$ cat config.mk
export PLATFORM = sky130hd
export DESIGN_NAME = div_unit
export DESIGN_NICKNAME = d
export VERILOG_FILES = /design/src/rtl/div_unit.sv
export SDC_FILE = /design/constraint.sdc
export NUM_CORES = 1
export LEC_CHECK = 0
export BUFFER_PORTS_ARGS = -buffer_cell sky130_fd_sc_hd__buf_2
export CORE_AREA = 3 3 224 226
export CTS_BUF_LIST = sky130_fd_sc_hd__clkbuf_2
export DETAILED_ROUTE_END_ITERATION = 8
export DIE_AREA = 0 0 227 229
export GPL_TIMING_DRIVEN = 0
export SYNTH_ARGS = -nofsm -noshare
export SYNTH_HDL_FRONTEND = slang
export SYNTH_SLANG_ARGS = --single-unit
export TNS_END_PERCENT = 50
$ cat constraint.sdc
create_clock -name clk -period 6.3 [get_ports clk]
set_input_delay 0.315 -clock clk [delete_from_list [all_inputs] [get_ports clk]]
set_output_delay 0.315 -clock clk [all_outputs]
set_load 0.05 [all_outputs]
$ cat src/rtl/div_unit.sv
// ---------------------------------------------------------------------------
// div_unit : multi-cycle radix-2 restoring divider for the EX stage (DIV/DIVU)
// Revision : 1.0
// ---------------------------------------------------------------------------
`default_nettype none

module div_unit #(
  parameter int WIDTH = 32
) (
  input  logic               clk,
  input  logic               rst,
  input  logic               start,
  input  logic               signed_div,
  input  logic [WIDTH-1:0]   a,
  input  logic [WIDTH-1:0]   b,
  input  logic               hold,
  input  logic               cancel,
  output logic               stall_div,
  output logic               done,
  output logic [2*WIDTH-1:0] result
);

  localparam int CNT_W = $clog2(WIDTH);

  typedef enum logic [1:0] {
    IDLE   = 2'd0,
    CALC   = 2'd1,
    FINISH = 2'd2
  } state_t;

  state_t state, state_next;

  logic [WIDTH-1:0] rem, quo, b_mag;
  logic [CNT_W-1:0] cnt;
  logic             q_neg, r_neg;

  logic             accept, last_step;
  logic [WIDTH-1:0] a_mag, b_in_mag;
  logic [WIDTH:0]   shifted, diff;
  logic [WIDTH-1:0] rem_step, quo_step, rem_fix, quo_fix;

  always_comb begin
    accept    = (state == IDLE) && start && !cancel;
    last_step = (cnt == CNT_W'(WIDTH - 1));
    a_mag     = (signed_div && a[WIDTH-1]) ? -a : a;
    b_in_mag  = (signed_div && b[WIDTH-1]) ? -b : b;

    // Trial subtraction on the 33-bit window; a borrow means restore.
    shifted = {rem, quo[WIDTH-1]};
    diff    = shifted - {1'b0, b_mag};
    if (!diff[WIDTH]) begin
      rem_step = diff[WIDTH-1:0];
      quo_step = {quo[WIDTH-2:0], 1'b1};
    end else begin
      rem_step = shifted[WIDTH-1:0];
      quo_step = {quo[WIDTH-2:0], 1'b0};
    end
    rem_fix = r_neg ? -rem_step : rem_step;
    quo_fix = q_neg ? -quo_step : quo_step;
  end

  always_ff @(posedge clk) begin
    if (rst) state <= IDLE;
    else     state <= state_next;
  end

  always_comb begin
    state_next = state;
    stall_div  = 1'b0;
    done       = 1'b0;
    case (state)
      IDLE: begin
        stall_div = accept;
        if (accept) state_next = (b == '0) ? FINISH : CALC;
      end
      CALC: begin
        stall_div = 1'b1;
        if (last_step) state_next = FINISH;
      end
      FINISH: begin
        done = 1'b1;
        if (!hold) state_next = IDLE;
      end
      default: state_next = IDLE;
    endcase
    if (cancel) state_next = IDLE;
  end

  always_ff @(posedge clk) begin
    if (rst) begin
      rem    <= '0;
      quo    <= '0;
      b_mag  <= '0;
      cnt    <= '0;
      q_neg  <= 1'b0;
      r_neg  <= 1'b0;
      result <= '0;
    end else if (!cancel) begin
      case (state)
        IDLE: begin
          if (accept) begin
            b_mag <= b_in_mag;
            q_neg <= (a[WIDTH-1] ^ b[WIDTH-1]) & signed_div;
            r_neg <= a[WIDTH-1] & signed_div;
            rem   <= '0;
            quo   <= a_mag;
            cnt   <= '0;
            if (b == '0) result <= {a, {WIDTH{1'b1}}};
          end
        end
        CALC: begin
          rem <= rem_step;
          quo <= quo_step;
          cnt <= cnt + 1'b1;
          if (last_step) result <= {rem_fix, quo_fix};
        end
        default: ;
      endcase
    end
  end

endmodule

`default_nettype wire

==> results.yml, run 1 <==
clock_tree:
  h-tree-depth: 4
  cts_tree: "yes"
  cts_buffers: 17
  clock-sinks: 169
  clk_latency_ns: 0.87
  cts_root_buf: "clkbuf_2"
  clk_pin_slew_worst_paths_ns: 0.29
  clk_path_buf_depth: 2
logic_synthesis:
  yosysTopAreaCellShare_pct: 28.1
  synth_nets: 1737
  synth_cells: 1628
  synth-main-ff-cell: "dfxtp_1"
  synth_seq_cells: 169
  synth_edf_count: 0
  synthDistinctLibCells: 82
  synth.cell_area_mm2: 0.0121
  synth_warnings: 0
  synth_most_common_cell: "nor2_1"
  seq_area_frac_synth_pct: 28.1
  synth_top_area_cell: "dfxtp_1"
  synth.avg_cell_area_um2: 7.40
  yosys-top-cells-area: "dfxtp_1, nor2_1, xor2_1"
  async_reset_ff_share_pct: 0
  synth_common_cells: "nor2_1, dfxtp_1, nand2_1, a21oi_1, clkbuf_1"
grt:
  grt_start_max_net_pins: 18
  grt_use_total_pct: 18.2
  first_global_vias: 12375
  busiest_layer: "met2"
  met3_usage_pct: 4.47
  use_met2_pct: 28.4
  grt_pass1_wl_um: 73300
  gr-total-overflow: 0
  met1_usage_pct: 24.9
  antenna_found_initial: 1
worst_setup_path:
  cp_slowest_stage_delay_ns: 0.50
  crit_path_end_kind: "flop"
  worstPathRequired_ns: 7.06
  worstSetupPathType: "reg -> reg"
  cpMaxStageDelayCell: "a2111o_1"
  critical_path.cell_chain: "ha_1 > clkbuf_1 > nand4_1 > nor3_1 > o21ai_1 > a2111o_1 > a21oi_2 > nor2_4 > inv_2 > clkbuf_4 > clkbuf_4 > ha_1 > nand4b_1 > inv_1 > nand2_1 > or2_2 > or3b_2 > or2_2 > o21ai_0 > xor2_1 > a211oi_1"
  cp_max_fo: 17
  start_kind: "flop"
  arrival_ns: 6.69
timing:
  fin_setup_tns_ns: 0
  rsz0062_at_grt: "no"
  relSlewSlack_pct: 9.08
  tightest_slew_ns: 1.35
  drv_slew: 0
  min_period_over_period_pct: 94.0
  fin_skew_ns: 0.0669
  period_needed_ns: 5.92
  hold_violations: 0
  setup_viol: 0
  max_freq_mhz: 169
final_layout:
  area_growth_pct: 21.6
  n_fill_cell: 5299
  layout-drive-gt1-share_pct: 11.4
  final_util_pct: 30.2
  fin_nets: 1980
outcome:
  status: "finished clean"
place:
  io_buffers: 134
  gp_congestion: 0.918
  dp_hpwl_um: 38700
pwr:
  p_per_area_mw_per_mm2: 170
  max-vdd-ir-drop_mv: 0.0876
  p_leak_uw: 0.00559
  finalPower_uw: 2490
die:
  coreArea_mm2: 0.0485
  io_pins: 136
  die_w_um: 227
  row_count: 81
  initial_core_util_pct: 24.8
  die_h_um: 229
  dieArea_mm2: 0.0520
drt:
  wl_per_cell_um: 19.4
  finalWirelength_um: 48500
  drtIter0Drc: 1421
  viasPerCell: 5.32
  dr.pass1.iters: 7
  drc_errors: 0
  via_count: 13329
  ant_nets: 0
hold_path:
  min-delay-path-class: "in -> reg"
job:
  maxCapViolCount: 0
-- flip-flops by register name, summed over array words and instances, names as in the netlist --
signal,count
b_mag,32
r_neg,1
rem,32
cnt,5
state,2
result,64
quo,32
q_neg,1
-- final cells by class --
type	count	area, um^2	area share (%)
diodes	1	2.50	0.0171
plain buffers	113	450	3.07
clock buffers	18	90.1	0.615
clock inverters	14	97.6	0.666
inverters	54	203	1.38
multi-input cells	1289	8050	54.9
flip-flops and latches	169	3380	23.1
well taps	622	778	5.31
repair buffers	227	1600	10.9
-- metrics by stage --
step	setup WS (ns)	instances	cell area, um^2	hold slack, ns
after detailed placement	-0.539	2385	13500	0.446
final	0.376	2507	14700	0.108
after global routing	0.0272	2507	14700	0.0647
after floorplan	1.13	1628	12100	0.432
after CTS	0.145	2508	14600	0.0285
after global placement	-0.434	2384	13500	0.447
-- worst max-delay path, delay by kind of cell, from the launching register on --
family | cells | cell delay, ns
fa+ha+maj | 2 | 0.62
simple gates | 8 | 2.05
compound gates | 5 | 1.42
xor+xnor | 1 | 0.11
buf+inv | 5 | 1.20
flops | 1 | 0.47
-- per-layer routing --
metal,part of all wire [%],up-vias,wire length (um)
met5,0,-,0
li1,-,6429,-
met3,9.4,77,4560
met2,44,582,21100
met1,44,6241,21500
met4,2.7,0,1330
-- final timing paths --
path	endpoint	depth (start not counted)	slack (ns)	from
hold / removal	result[58]	3	0.11	rst
hold reg to reg	result[54]	2	0.47	result[54]
setup reg to reg	result[30]	21	0.38	rem[13]
setup / recovery	result[30]	21	0.38	rem[13]
-- cells in the final DEF, fill, tap and decap left out, types with 11 or more instances in the layout --
cell,instances
dfxtp_1,168
nand4_1,13
nand3_1,36
mux2i_1,15
a21o_1,13
or3_1,27
a31oi_1,16
a311oi_1,37
o31ai_1,26
dlygate4sd3_1,92
a22oi_1,23
a21oi_1,123
nor3_1,46
nor4_1,17
o21ai_0,69
o41ai_1,11
o211ai_1,13
xor2_1,71
o22ai_1,16
nand2b_1,11
nand2_1,137
a211oi_1,78
inv_1,52
buf_2,142
xnor2_1,63
clkbuf_1,99
ha_1,38
clkbuf_2,19
nor2_1,246
-- report_power, final --
part	switching (uW)	internal [uW]	leakage [uW]
logic	500	280	0.00409
registers	39.9	1120	0.00137
clock network	447	109	0.000127
-- kinds of logic (layout without fill, tap and decap cells) --
group	Yosys count	in the layout	synth area share (%)
AOI/OAI and AO/OA	495	495	27.9
muxes	24	24	2.09
other	0	1	0
xor gates and xnor gates	134	134	9.74
buffers and inverters	170	426	5.41
adders and majority gates	39	39	4.11
and+or+nand+nor	597	597	22.7
DFF	169	169	28.1
-- timing repair --
item	CTS	global route
endpoints found under the setup margin	7	8
gates resized for setup	5	12
hold endpoints to repair	102	0
setup buffers	0	0
hold buffers	92	0
Power figures use the tool's default switching activity.
==> run 2, diff against run 1 <==
--- a/config.mk
+++ b/config.mk
@@ -7,7 +7,6 @@
 export LEC_CHECK = 0
 export BUFFER_PORTS_ARGS = -buffer_cell sky130_fd_sc_hd__buf_2
 export CORE_AREA = 3 3 224 226
-export CTS_BUF_LIST = sky130_fd_sc_hd__clkbuf_2
 export DETAILED_ROUTE_END_ITERATION = 8
 export DIE_AREA = 0 0 227 229
 export GPL_TIMING_DRIVEN = 0
==> run 2 against run 1 <==
  * Total power up 17%
  * Fmax down 0.78%
  * Global-route usage down 0.16 points
  * Non-clock buffer count down 92
  * Worst setup slack worse by 0.047 ns
  * Via count down 1.3%
  * Sequential share of layout area up 0.92 points
  * Cell count down 3.6%
  * Clock skew down 0.055 ns
  * Sequential power about the same
==> results.yml, run 2 (synthesis gave the netlist of run 1 again) <==
outcome:
  status: "finished clean"
timing:
  hold_violations: 0
  relSlewSlack_pct: 7.22
  tightest_slew_ns: 1.37
  min_period_over_period_pct: 94.8
  fin_skew_ns: 0.0119
  drv_slew: 0
  period_needed_ns: 5.97
  setup_viol: 0
  rsz0062_at_grt: "no"
  max_freq_mhz: 167
clock_tree:
  cts_buffers: 17
  cts_root_buf: "clkbuf_16"
  clk_pin_slew_worst_paths_ns: 0.07
  h-tree-depth: 4
  clk_path_buf_depth: 2
  clock-sinks: 169
  clk_latency_ns: 0.47
  post_cts_buffers: 0
  cts_tree: "yes"
die:
  die_h_um: 229
  initial_core_util_pct: 24.8
  dieArea_mm2: 0.0520
  row_count: 81
  io_pins: 136
  coreArea_mm2: 0.0485
  die_w_um: 227
drt:
  drtIter0Drc: 1496
  finalWirelength_um: 48400
  dr.pass1.iters: 5
  wl_per_cell_um: 20.0
  via_count: 13155
  viasPerCell: 5.44
  ant_nets: 0
  drc_errors: 0
place:
  gp_congestion: 0.918
  place_inst: 2385
  dp_hpwl_um: 38700
  io_buffers: 134
  dpl_cell_area_mm2: 0.0135
worst_setup_path:
  r2r_cells: 19
  cp_top_family: "compound AO/OA/AOI/OAI gates"
  ff2ff_setup_slack_ns: 0.33
  worstSetupPathType: "reg -> reg"
  worstPathRequired_ns: 6.62
  cp_max_fo: 10
  cp_slowest_stage_delay_ns: 0.49
  crit_path_end_kind: "flop"
  critPathLaunch: "rem[13]"
  cpMaxStageDelayCell: "a2111oi_2"
  arrival_ns: 6.29
  critPathBufInv: 3
  start_kind: "flop"
  reg2reg_from: "rem[13]"
  critical_path.cell_chain: "ha_1 > clkbuf_1 > nand4_1 > nor3_1 > o21ai_1 > a2111oi_2 > nor3_2 > nor2_4 > buf_2 > clkbuf_2 > mux2i_1 > ha_1 > nand3_1 > a2111oi_2 > a31o_2 > nand4_1 > o41ai_2 > xor2_1 > o22ai_1"
  reg2reg_to: "result[62]"
pwr:
  p_leak_uw: 0.00535
  p_per_area_mw_per_mm2: 206
  max-vdd-ir-drop_mv: 0.196
  finalPower_uw: 2910
final_layout:
  final_cells: 2416
  fin_nets: 1888
  area_growth_pct: 16.9
  largest_register_ffs: 64
  layout-drive-gt1-share_pct: 11.9
  layout_commonest_cell: "nor2_1"
  largest-register: "result"
  final_cell_area_mm2: 0.0141
  most-common-layout-cells: "nor2_1, dfxtp_1, buf_2, nand2_1, a21oi_1"
hold_path:
  hold_path.startpoint: "b[1]"
  holdPathStages: 3
  holdPathEnd: "b_mag[1]"
  min-delay-path-class: "in -> reg"
job:
  maxCapViolCount: 0
grt:
  grt_pass1_wl_um: 72100
  grt_start_max_net_pins: 18
  antenna_found_initial: 2
  grt_use_total_pct: 18.0
  gr-total-overflow: 0
  first_global_vias: 11992
## run 2: changes by cell type in the layout (fill, tap and decap cells not counted)
cell,before,now
buf_2,142,141
clkbuf_2,19,2
diode_2,1,2
clkbuf_16,0,17
dfxtp_1,168,169
nor3_1,46,47
clkbuf_8,0,2
clkinv_1,3,1
dfxtp_2,1,0
dlygate4sd3_1,92,0
nor3_2,2,1
clkbuf_1,99,100
## run 2: stage by stage
step	utilization (%)	TNS [ns]	hold slack (ns)	setup slack, ns
2_1_floorplan	-	0	0.432	1.13
3_3_place_gp	27.8	-1.62	0.447	-0.434
3_5_place_dp	27.8	-1.85	0.446	-0.539
4_1_cts	29.0	0	0.151	0.155
5_1_grt	29.0	0	0.164	0.0410
6_report	29.0	0	0.160	0.329
## run 2: report_power, final
| group | leakage, uW | internal, uW | total (uW) | switching (uW) |
|---|---|---|---|---|
| clock | 0.000275 | 531 | 1030 | 500 |
| sequential | 0.00137 | 1110 | 1150 | 39.9 |
| combinational | 0.00370 | 236 | 727 | 491 |
## run 2: worst max-delay path by stage
stage / endpoint / slack, ns / cells after the start
after CTS: result[62] / 0.16 / 19
after detailed placement: result[30] / -0.54 / 22
after global placement: result[30] / -0.43 / 24
after floorplan: result[26] / 1.13 / 24
after global routing: result[30] / 0.04 / 21
final: result[62] / 0.33 / 19
## run 2: cell type report
| cell class | count | area (um^2) |
|---|---|---|
| Inverter | 54 | 203 |
| Antenna cell | 2 | 5.00 |
| Clock inverter | 12 | 90.1 |
| Buffer | 113 | 450 |
| Sequential cell | 169 | 3380 |
| Tap cell | 622 | 778 |
| Timing Repair Buffer | 135 | 678 |
| Clock buffer | 20 | 457 |
| Multi-Input combinational cell | 1289 | 8040 |
| Fill cell | 5315 | 34500 |
## run 2: per-layer routing
metal	global-route usage (%)	wire length, um	vias up
met2	27.6	20900	605
met4	5.57	1440	0
met1	25.1	21500	6221
met5	0	0	-
li1	-	-	6242
met3	4.26	4540	87
## run 2: worst reg2reg max path: cells and delay by family, from the launching register on
family	cells	cell delay [ns]
buffers and inverters	3	1.02
xor gates and xnor gates	1	0.25
and+or+nand+nor	6	1.24
AOI/OAI and AO/OA	6	1.91
adders and majority gates	2	0.60
DFF	1	0.41
muxes	1	0.40
## run 2: what timing repair did
item,in CTS,in global routing
setup endpoints to repair,6,4
hold buffers,0,0
hold endpoints to repair,0,0
resized for setup,5,9
cloned,0,0
==> run 3, diff against run 2 <==
--- a/config.mk
+++ b/config.mk
@@ -6,9 +6,9 @@
 export NUM_CORES = 1
 export LEC_CHECK = 0
 export BUFFER_PORTS_ARGS = -buffer_cell sky130_fd_sc_hd__buf_2
-export CORE_AREA = 3 3 224 226
+export CORE_AREA = 3 3 190 266
 export DETAILED_ROUTE_END_ITERATION = 8
-export DIE_AREA = 0 0 227 229
+export DIE_AREA = 0 0 193 269
 export GPL_TIMING_DRIVEN = 0
 export SYNTH_ARGS = -nofsm -noshare
 export SYNTH_HDL_FRONTEND = slang
==> constraint.sdc (replaced) <==
create_clock -name clk -period 7.7 [get_ports clk]
set_input_delay 0.385 -clock clk [delete_from_list [all_inputs] [get_ports clk]]
set_output_delay 0.385 -clock clk [all_outputs]
set_load 0.05 [all_outputs]
==> run 3 against run 2 <==
  * Fmax fell by 15%
  * Clock-buffer cell count fell by 2
  * Sequential share of layout area fell by 0.14 points
  * Clock skew barely moved
  * Combinational power fell by 19%
  * Cell area rose by 0.57%
  * Die area fell by 0.13%
  * Global-route usage fell by 0.17 points
  * Worst setup slack improved by 0.33 ns
  * Largest power group is now clock
==> results.yml, run 3 (synthesis gave the netlist of run 1 again) <==
outcome:
  status: "finished clean"
clock_tree:
  cts_tree: "yes"
  clk_pin_slew_worst_paths_ns: 0.07
  h-tree-depth: 4
  clk_path_buf_depth: 2
  post_cts_resized: 0
  post_cts_buffers: 0
  holdBufCountCts: 0
  cts_root_buf: "clkbuf_16"
  clk_latency_ns: 0.45
  clock-sinks: 169
  cts_buffers: 17
worst_setup_path:
  arrival_ns: 7.40
  crit_path_end_kind: "flop"
  worstSetupPathType: "reg -> reg"
  start_kind: "flop"
  worstPathRequired_ns: 8.06
  cp_max_fo: 10
timing:
  rsz0062_at_grt: "no"
  setup_viol: 0
  hold_violations: 0
  max_freq_mhz: 142
  fin_setup_tns_ns: 0
  drv_slew: 0
  fin_skew_ns: 0.0120
  min_period_over_period_pct: 91.4
  tightest_slew_ns: 0.993
  period_needed_ns: 7.04
  relSlewSlack_pct: 33.3
pwr:
  p_leak_uw: 0.00536
  p_per_area_mw_per_mm2: 176
  finalPower_uw: 2490
  max-vdd-ir-drop_mv: 0.115
grt:
  gr-total-overflow: 0
  first_global_vias: 12277
  grt_pass1_wl_um: 71100
  grt_start_max_net_pins: 17
  grt_use_total_pct: 17.9
  antenna_found_initial: 1
drt:
  wl_per_cell_um: 19.8
  wl_met3_um: 3060
  ant_nets: 0
  maxUsedRoutingLayer: "met5"
  dr.pass1.iters: 7
  drc_errors: 0
  viasPerCell: 5.35
  finalWirelength_um: 48100
  m1WireLength_um: 19000
  via_count: 12991
  wl_met2_um: 23300
  drtIter0Drc: 981
die:
  die_h_um: 269
  initial_core_util_pct: 25.0
  die_w_um: 193
  dieArea_mm2: 0.0519
  row_count: 95
  io_pins: 136
  coreArea_mm2: 0.0483
final_layout:
  largest-register: "result"
  largest_register_ffs: 64
  n_fill_cell: 5407
  layout_commonest_cell: "nor2_1"
  most-common-layout-cells: "nor2_1, dfxtp_1, buf_2, nand2_1, a21oi_1"
  fin_nets: 1891
  layout-drive-gt1-share_pct: 11.4
  area_growth_pct: 17.5
place:
  io_buffers: 134
  gp_congestion: 0.942
  dp_hpwl_um: 39000
job:
  maxCapViolCount: 0
hold_path:
  min-delay-path-class: "in -> reg"
==> run 3: cell types whose count changed in the layout (fill, tap and decap cells not counted), sizes merged <==
cell	previous run	this run
bufinv	0	4
clkinv	7	3
buf	145	146
diode	2	1
inv	58	59
clkinvlp	1	2
==> run 3: report_power, final <==
group          internal [uW]  switching, uW
Combinational            191            396
Sequential               908           31.7
Clock                    553            412
Total                   1650            840
==> run 3: critical path: stages (launching register included) <==
cell and delay, ns:
dfxtp_1 0.42, inv_1 0.10, ha_1 0.17, inv_1 0.06
fa_1 0.42, a211oi_1 0.31, nor3_1 0.16, o21ai_1 0.41
a2111oi_2 0.15, nor3_1 0.40, nor2_4 0.14, inv_2 0.17
clkbuf_1 0.44, clkbuf_1 0.53, buf_1 0.58, ha_1 0.36
nand4b_1 0.17, inv_1 0.09, nand2_1 0.09, or2_2 0.35
or3b_2 0.49, or2_2 0.32, o21ai_0 0.25, xor2_1 0.12
a211oi_1 0.25
==> run 3: final timing paths <==
path              from         end  slack, ns  depth (start not counted)
max            quo[31]  result[30]       0.66                         24
min               b[1]    b_mag[1]       0.25                          3
min reg2reg  b_mag[31]   b_mag[31]       0.46                          2
max reg2reg    quo[31]  result[30]       0.66                         24
==> run 3: per-stage QoR <==
stage	instances	utilization (%)	hold WS (ns)	worst slack (ns)	cell area [um^2]
floorplan	1628	-	0.432	2.53	12100
global placement	2392	28.0	0.445	0.909	13500
detailed placement	2393	28.0	0.449	0.858	13500
CTS	2425	29.4	0.238	0.830	14200
global route	2425	29.4	0.261	0.327	14200
finish	2426	29.4	0.251	0.660	14200
==> run 3: cell type report <==
cell class                      count  area (um^2)  area share (%)
Sequential cell                   169         3380            23.9
Buffer                            116          449            3.17
Inverter                           54          203            1.43
Clock buffer                       18          429            3.03
Antenna cell                        1         2.50          0.0177
Tap cell                          630          788            5.56
Timing Repair Buffer              135          678            4.79
Multi-Input combinational cell   1289         8030            56.6
Clock inverter                     14          210            1.48
==> run 3: metal layers <==
layer  track usage (%)  up-vias
li1                  -     6253
met2              31.4      529
met1              20.6     6080
met4              9.84        2
met3              2.84      127
met5                 0        -
